[config.mk]
export PLATFORM = sky130hd
export DESIGN_NAME = fetch_stage
export DESIGN_NICKNAME = d
export VERILOG_FILES = /design/src/rtl/fetch_stage.sv
export SDC_FILE = /design/constraint.sdc
export NUM_CORES = 1
export LEC_CHECK = 0
export BUFFER_PORTS_ARGS = -buffer_cell sky130_fd_sc_hd__buf_2
export CORE_ASPECT_RATIO = 0.6
export CORE_MARGIN = 3
export CORE_UTILIZATION = 40
export DETAILED_ROUTE_END_ITERATION = 8
export SYNTH_ARGS = -nofsm -noshare
export SYNTH_HDL_FRONTEND = slang
export SYNTH_SLANG_ARGS = --single-unit
export TNS_END_PERCENT = 10
[constraint.sdc]
create_clock -name clk -period 7.11 [get_ports clk]
set_input_delay 0.3555 -clock clk [delete_from_list [all_inputs] [get_ports clk]]
set_output_delay 0.3555 -clock clk [all_outputs]
set_load 0.05 [all_outputs]
[src/rtl/fetch_stage.sv]
// Instruction fetch: PC, single-outstanding imem requests, 2-entry {pc, word} queue; response in N -> inst_valid in N+1.
// Requests stall while the queue is full; stall holds the head; redirect flushes. FETCH_PERF_EN adds perf_fetched/perf_dropped.
module fetch_stage #(
   parameter logic [31:0] RESET_PC = 32'h0000_0000
) (
   input  logic        clk,
   input  logic        reset,
   output logic        imem_req_valid,
   input  logic        imem_req_ready,
   output logic [31:0] imem_req_addr,
   input  logic        imem_rsp_valid,
   input  logic [31:0] imem_rsp_data,
   input  logic        redirect,
   input  logic [31:0] redirect_pc,
   input  logic        stall,
   output logic        inst_valid,
   output logic [31:0] inst,
   output logic [31:0] inst_pc
`ifdef FETCH_PERF_EN
   ,
   output logic [31:0] perf_fetched,
   output logic [31:0] perf_dropped
`endif
);

   typedef enum logic [1:0] {
      S_REQ  = 2'd0,
      S_WAIT = 2'd1,
      S_DROP = 2'd2
   } state_t;

   localparam logic [31:0] NOP = 32'h0000_0013;

   state_t      state, state_nx;
   logic [31:0] pc;
   logic [31:0] req_pc;
   logic [31:0] q_pc  [2];
   logic [31:0] q_dat [2];
   logic        rd_ptr;
   logic        wr_ptr;
   logic [1:0]  count;
   logic        hs;
   logic        push;
   logic        pop;
   logic        discard;
   logic        unused_pc_bits;

   assign unused_pc_bits = ^redirect_pc[1:0];

   always_comb begin
      state_nx       = state;
      imem_req_valid = 1'b0;
      hs             = 1'b0;
      push           = 1'b0;
      discard        = 1'b0;
      case (state)
         S_REQ: begin
            imem_req_valid = (count != 2'd2) && !reset;
            hs             = imem_req_valid && imem_req_ready;
            if (hs)
               state_nx = redirect ? S_DROP : S_WAIT;
         end
         S_WAIT: begin
            if (imem_rsp_valid) begin
               state_nx = S_REQ;
               push     = !redirect;
               discard  = redirect;
            end else if (redirect) begin
               state_nx = S_DROP;
            end
         end
         S_DROP: begin
            if (imem_rsp_valid) begin
               state_nx = S_REQ;
               discard  = 1'b1;
            end
         end
         default: state_nx = S_REQ;
      endcase
   end

   assign imem_req_addr = pc;
   assign inst_valid    = (count != 2'd0);
   // A redirect flushes the queue, so the head is not consumed that cycle.
   assign pop           = inst_valid && !stall && !redirect;
   assign inst          = inst_valid ? q_dat[rd_ptr] : NOP;
   assign inst_pc       = inst_valid ? q_pc[rd_ptr]  : 32'h0000_0000;

   always_ff @(posedge clk or posedge reset) begin
      if (reset) begin
         state  <= S_REQ;
         pc     <= RESET_PC;
         req_pc <= RESET_PC;
      end else begin
         state <= state_nx;
         if (hs)
            req_pc <= pc;
         if (redirect)
            pc <= {redirect_pc[31:2], 2'b00};
         else if (hs)
            pc <= pc + 32'd4;
      end
   end

   always_ff @(posedge clk or posedge reset) begin
      if (reset) begin
         rd_ptr <= 1'b0;
         wr_ptr <= 1'b0;
         count  <= 2'd0;
         for (int i = 0; i < 2; i++) begin
            q_pc[i]  <= 32'h0000_0000;
            q_dat[i] <= 32'h0000_0000;
         end
      end else if (redirect) begin
         rd_ptr <= 1'b0;
         wr_ptr <= 1'b0;
         count  <= 2'd0;
      end else begin
         if (push) begin
            q_pc[wr_ptr]  <= req_pc;
            q_dat[wr_ptr] <= imem_rsp_data;
            wr_ptr        <= ~wr_ptr;
         end
         if (pop)
            rd_ptr <= ~rd_ptr;
         if (push && !pop)
            count <= count + 2'd1;
         else if (pop && !push)
            count <= count - 2'd1;
      end
   end

`ifdef FETCH_PERF_EN
   always_ff @(posedge clk or posedge reset) begin
      if (reset) begin
         perf_fetched <= 32'h0000_0000;
         perf_dropped <= 32'h0000_0000;
      end else begin
         if (push)
            perf_fetched <= perf_fetched + 32'd1;
         // Discarded response plus every queued entry lost to a flush.
         perf_dropped <= perf_dropped + {31'd0, discard} + (redirect ? {30'd0, count} : 32'd0);
      end
   end
`endif

endmodule
==> flow_metrics.tcl <==
set metrics [dict create \
    path_class "register to output pin" \
    r2r_setup_slack_ps 4770 \
    dr_wl_met3_um 1200 \
    postCtsSetupBuffers 0 \
    dieWidth_um 197 \
    rows 41 \
    numClockSinks 190 \
    cp-start-kind "register" \
    hold_violations 0 \
    total_power_w 0.00283 \
    htree_levels 4 \
    fin_worst_skew_ps 10.2 \
    met1Wirelength_um 10800 \
    setup_ws_ps 4160 \
    cts_hold_buf 0 \
    synth-adder-area-share_pct 0.143 \
    num_io_pins 168 \
    postSynthCellCount 776 \
    rsz0062_at_grt "no" \
    grt_pass1_vias 6231 \
    period_share_pct 41.5 \
    area_growth_pct 18.8 \
    drv_slew 0 \
    die_h_um 121 \
    place_area_um2 9800 \
    wl_per_cell_um 17.5 \
    vias_per_cell 5.15 \
    portBuffers 161 \
    dieArea_um2 23700 \
    diodes 0 \
    reg2reg_from "imem_req_addr[4]$_DFFE_PP0P_" \
    numCtsBuffers 17 \
    p_per_area_nw_per_um2 273 \
    routed_wl_um 21200 \
    cp.required_ps 6750 \
    ys_ff_latch 190 \
    dp_slack_ps 4470 \
    grt_usage_pct 18.5 \
    yosysSeqAreaShare_pct 54.4 \
    clk_latency_ps 430 \
    drt_iter0_markers 441 \
    finalInstanceArea_um2 10400 \
    core_um2 21200 \
    vias 6237 \
    cts_resized 0 \
    antenna_found_initial 1 \
    drc_errors 0 \
    peakVddDrop_v 0.000175 \
    max-cap-violations 0 \
    placed_cells 1178 \
    ys_warn_count 0 \
    final_common_cell "dfrtp_1" \
    clockBufferDepth 2 \
    synthFlopType "dfrtp_1" \
    synthArstFlopShare_pct 100 \
    max_freq_mhz 339 \
    synth_xor_area_share_pct 2.90 \
    worst_pin_slew_ps 996 \
    tns_ps 0 \
    layout-drive-gt1-share_pct 36.2 \
    place.gp.congestion 0.817 \
    syn-cell-area_um2 8750 \
    synthMuxAreaShare_pct 23.5 \
    arrival_ps 2590 \
    status "completed" \
    worst_path_largest_cell_delay_ps 760 \
    drtPass1Iterations 5 \
    grt_max_degree 114 \
    nNetsFinal 989 \
    synth_top_family_by_area "multiplexers" \
    relSlewSlack_pct 33.6 \
    start_util_pct 41.2 \
    hold_path.class "input port to asynchronous set/reset pin" \
    ff2ff_path_depth 5 \
    clk_pin_slew_ps 80 \
    grt-ovfl-total 0 \
    cts-root-buf "clkbuf_16" \
    grt_pass1_wl_um 34500 \
    synthSimpleGateAreaFrac_pct 13.9 \
    hpwl_um 13800 \
    ys_types 39 \
    p_leak_nw 4.93 \
    fin_cells 1210 \
    setup_viol 0 \
    path_cells "buf_4, mux2i_1, nor2_1, buf_2" \
    antenna_left 0 \
    fill_cells 1996 \
    final_cell_mix "dfrtp_1, buf_2, nand2_1, mux2_2, nor2_1" \
    cts_tree "yes" \
    met2WireLength_um 8990 \
    end_kind "output pin" \
    top_layer_used "met5" \
    syn_avg_cell_area_um2 11.3 \
    rr_endpoint "imem_req_addr[29]$_DFFE_PP0P_" \
    critical_path.max_fanout 36 \
    slowest_stage "dfrtp_4" \
    min_period_ps 2950 \
    synth_edf_count 0 \
    synth-compound-area-share_pct 2.42 \
]
[cell usage after synthesis (all sizes together), types with 4 or more instances]
cell type	instances	area share [%]
nand2	135	5.8
mux2	126	16
nor3	8	0.51
buf	10	0.72
o21ai	27	1.5
and3	4	0.29
dfrtp	190	54
inv	6	0.26
xor2	13	1.3
nor2	69	3.0
or3	4	0.29
nor4	11	1.1
mux2i	64	7.3
clkbuf	40	1.7
nand3	13	0.74
xnor2	16	1.6
nand4	14	1.0
[flip-flops by register name, summed over array words and instances, names as in the netlist]
register and flops:
wr_ptr 1, rd_ptr 1, count 2, imem_req_addr 30, q_dat 64, q_pc 60
state 2, req_pc 30
[metrics by stage]
step	hold slack (ps)	util, %
global route	120	48.9
CTS	104	48.9
finish	29.4	48.9
floorplan	449	-
detailed placement	492	46.2
global placement	487	46.2
[where the power goes]
group / switching, W / internal, W / leakage [nW]
sequential: 0.000131 / 0.00126 / 2.48
clock: 0.000444 / 0.000525 / 0.275
combinational: 0.000262 / 0.000206 / 2.17
[worst max-delay path by stage]
stage	startpoint	end	slack, ps	cells after the start
after floorplan	reset	count[0]$_DFFE_PP0P_	1580	1
after global placement	redirect	q_dat[8]$_DFFE_PP0P_	4500	6
after detailed placement	redirect	q_dat[17]$_DFFE_PP0P_	4470	6
after CTS	rd_ptr$_DFFE_PP0P_	inst_pc[18]	4100	4
after global routing	rd_ptr$_DFFE_PP0P_	inst_pc[18]	4040	4
final	rd_ptr$_DFFE_PP0P_	inst_pc[22]	4160	4
[cell families after synthesis]
family / Yosys count
DFF: 190
buffers and inverters: 56
AOI/OAI and AO/OA: 37
muxes: 190
xor gates and xnor gates: 29
adders and majority gates: 1
other: 1
and+or+nand+nor: 272
[layer usage]
metal | track usage, % | up-vias
met4 | 4.72 | 2
met5 | 0 | -
met1 | 28.0 | 3122
li1 | - | 2943
met2 | 26.2 | 153
met3 | 4.87 | 17
[layout make-up]
class | count | area (µm²) | share of cell area, %
clock buffers | 18 | 429 | 4.13
clock inverters | 14 | 159 | 1.53
inverters | 6 | 30.0 | 0.289
multi-input cells | 533 | 3790 | 36.5
flip-flops and latches | 190 | 4760 | 45.8
well taps | 279 | 349 | 3.36
repair buffers | 170 | 873 | 8.41
[worst max-delay path: cells and delay by family (launching register included)]
kind | cells | cell delay [ps]
buffers and inverters | 2 | 980
DFF | 1 | 760
muxes | 1 | 160
and+or+nand+nor | 1 | 240
(Power assumes the default switching activity.)
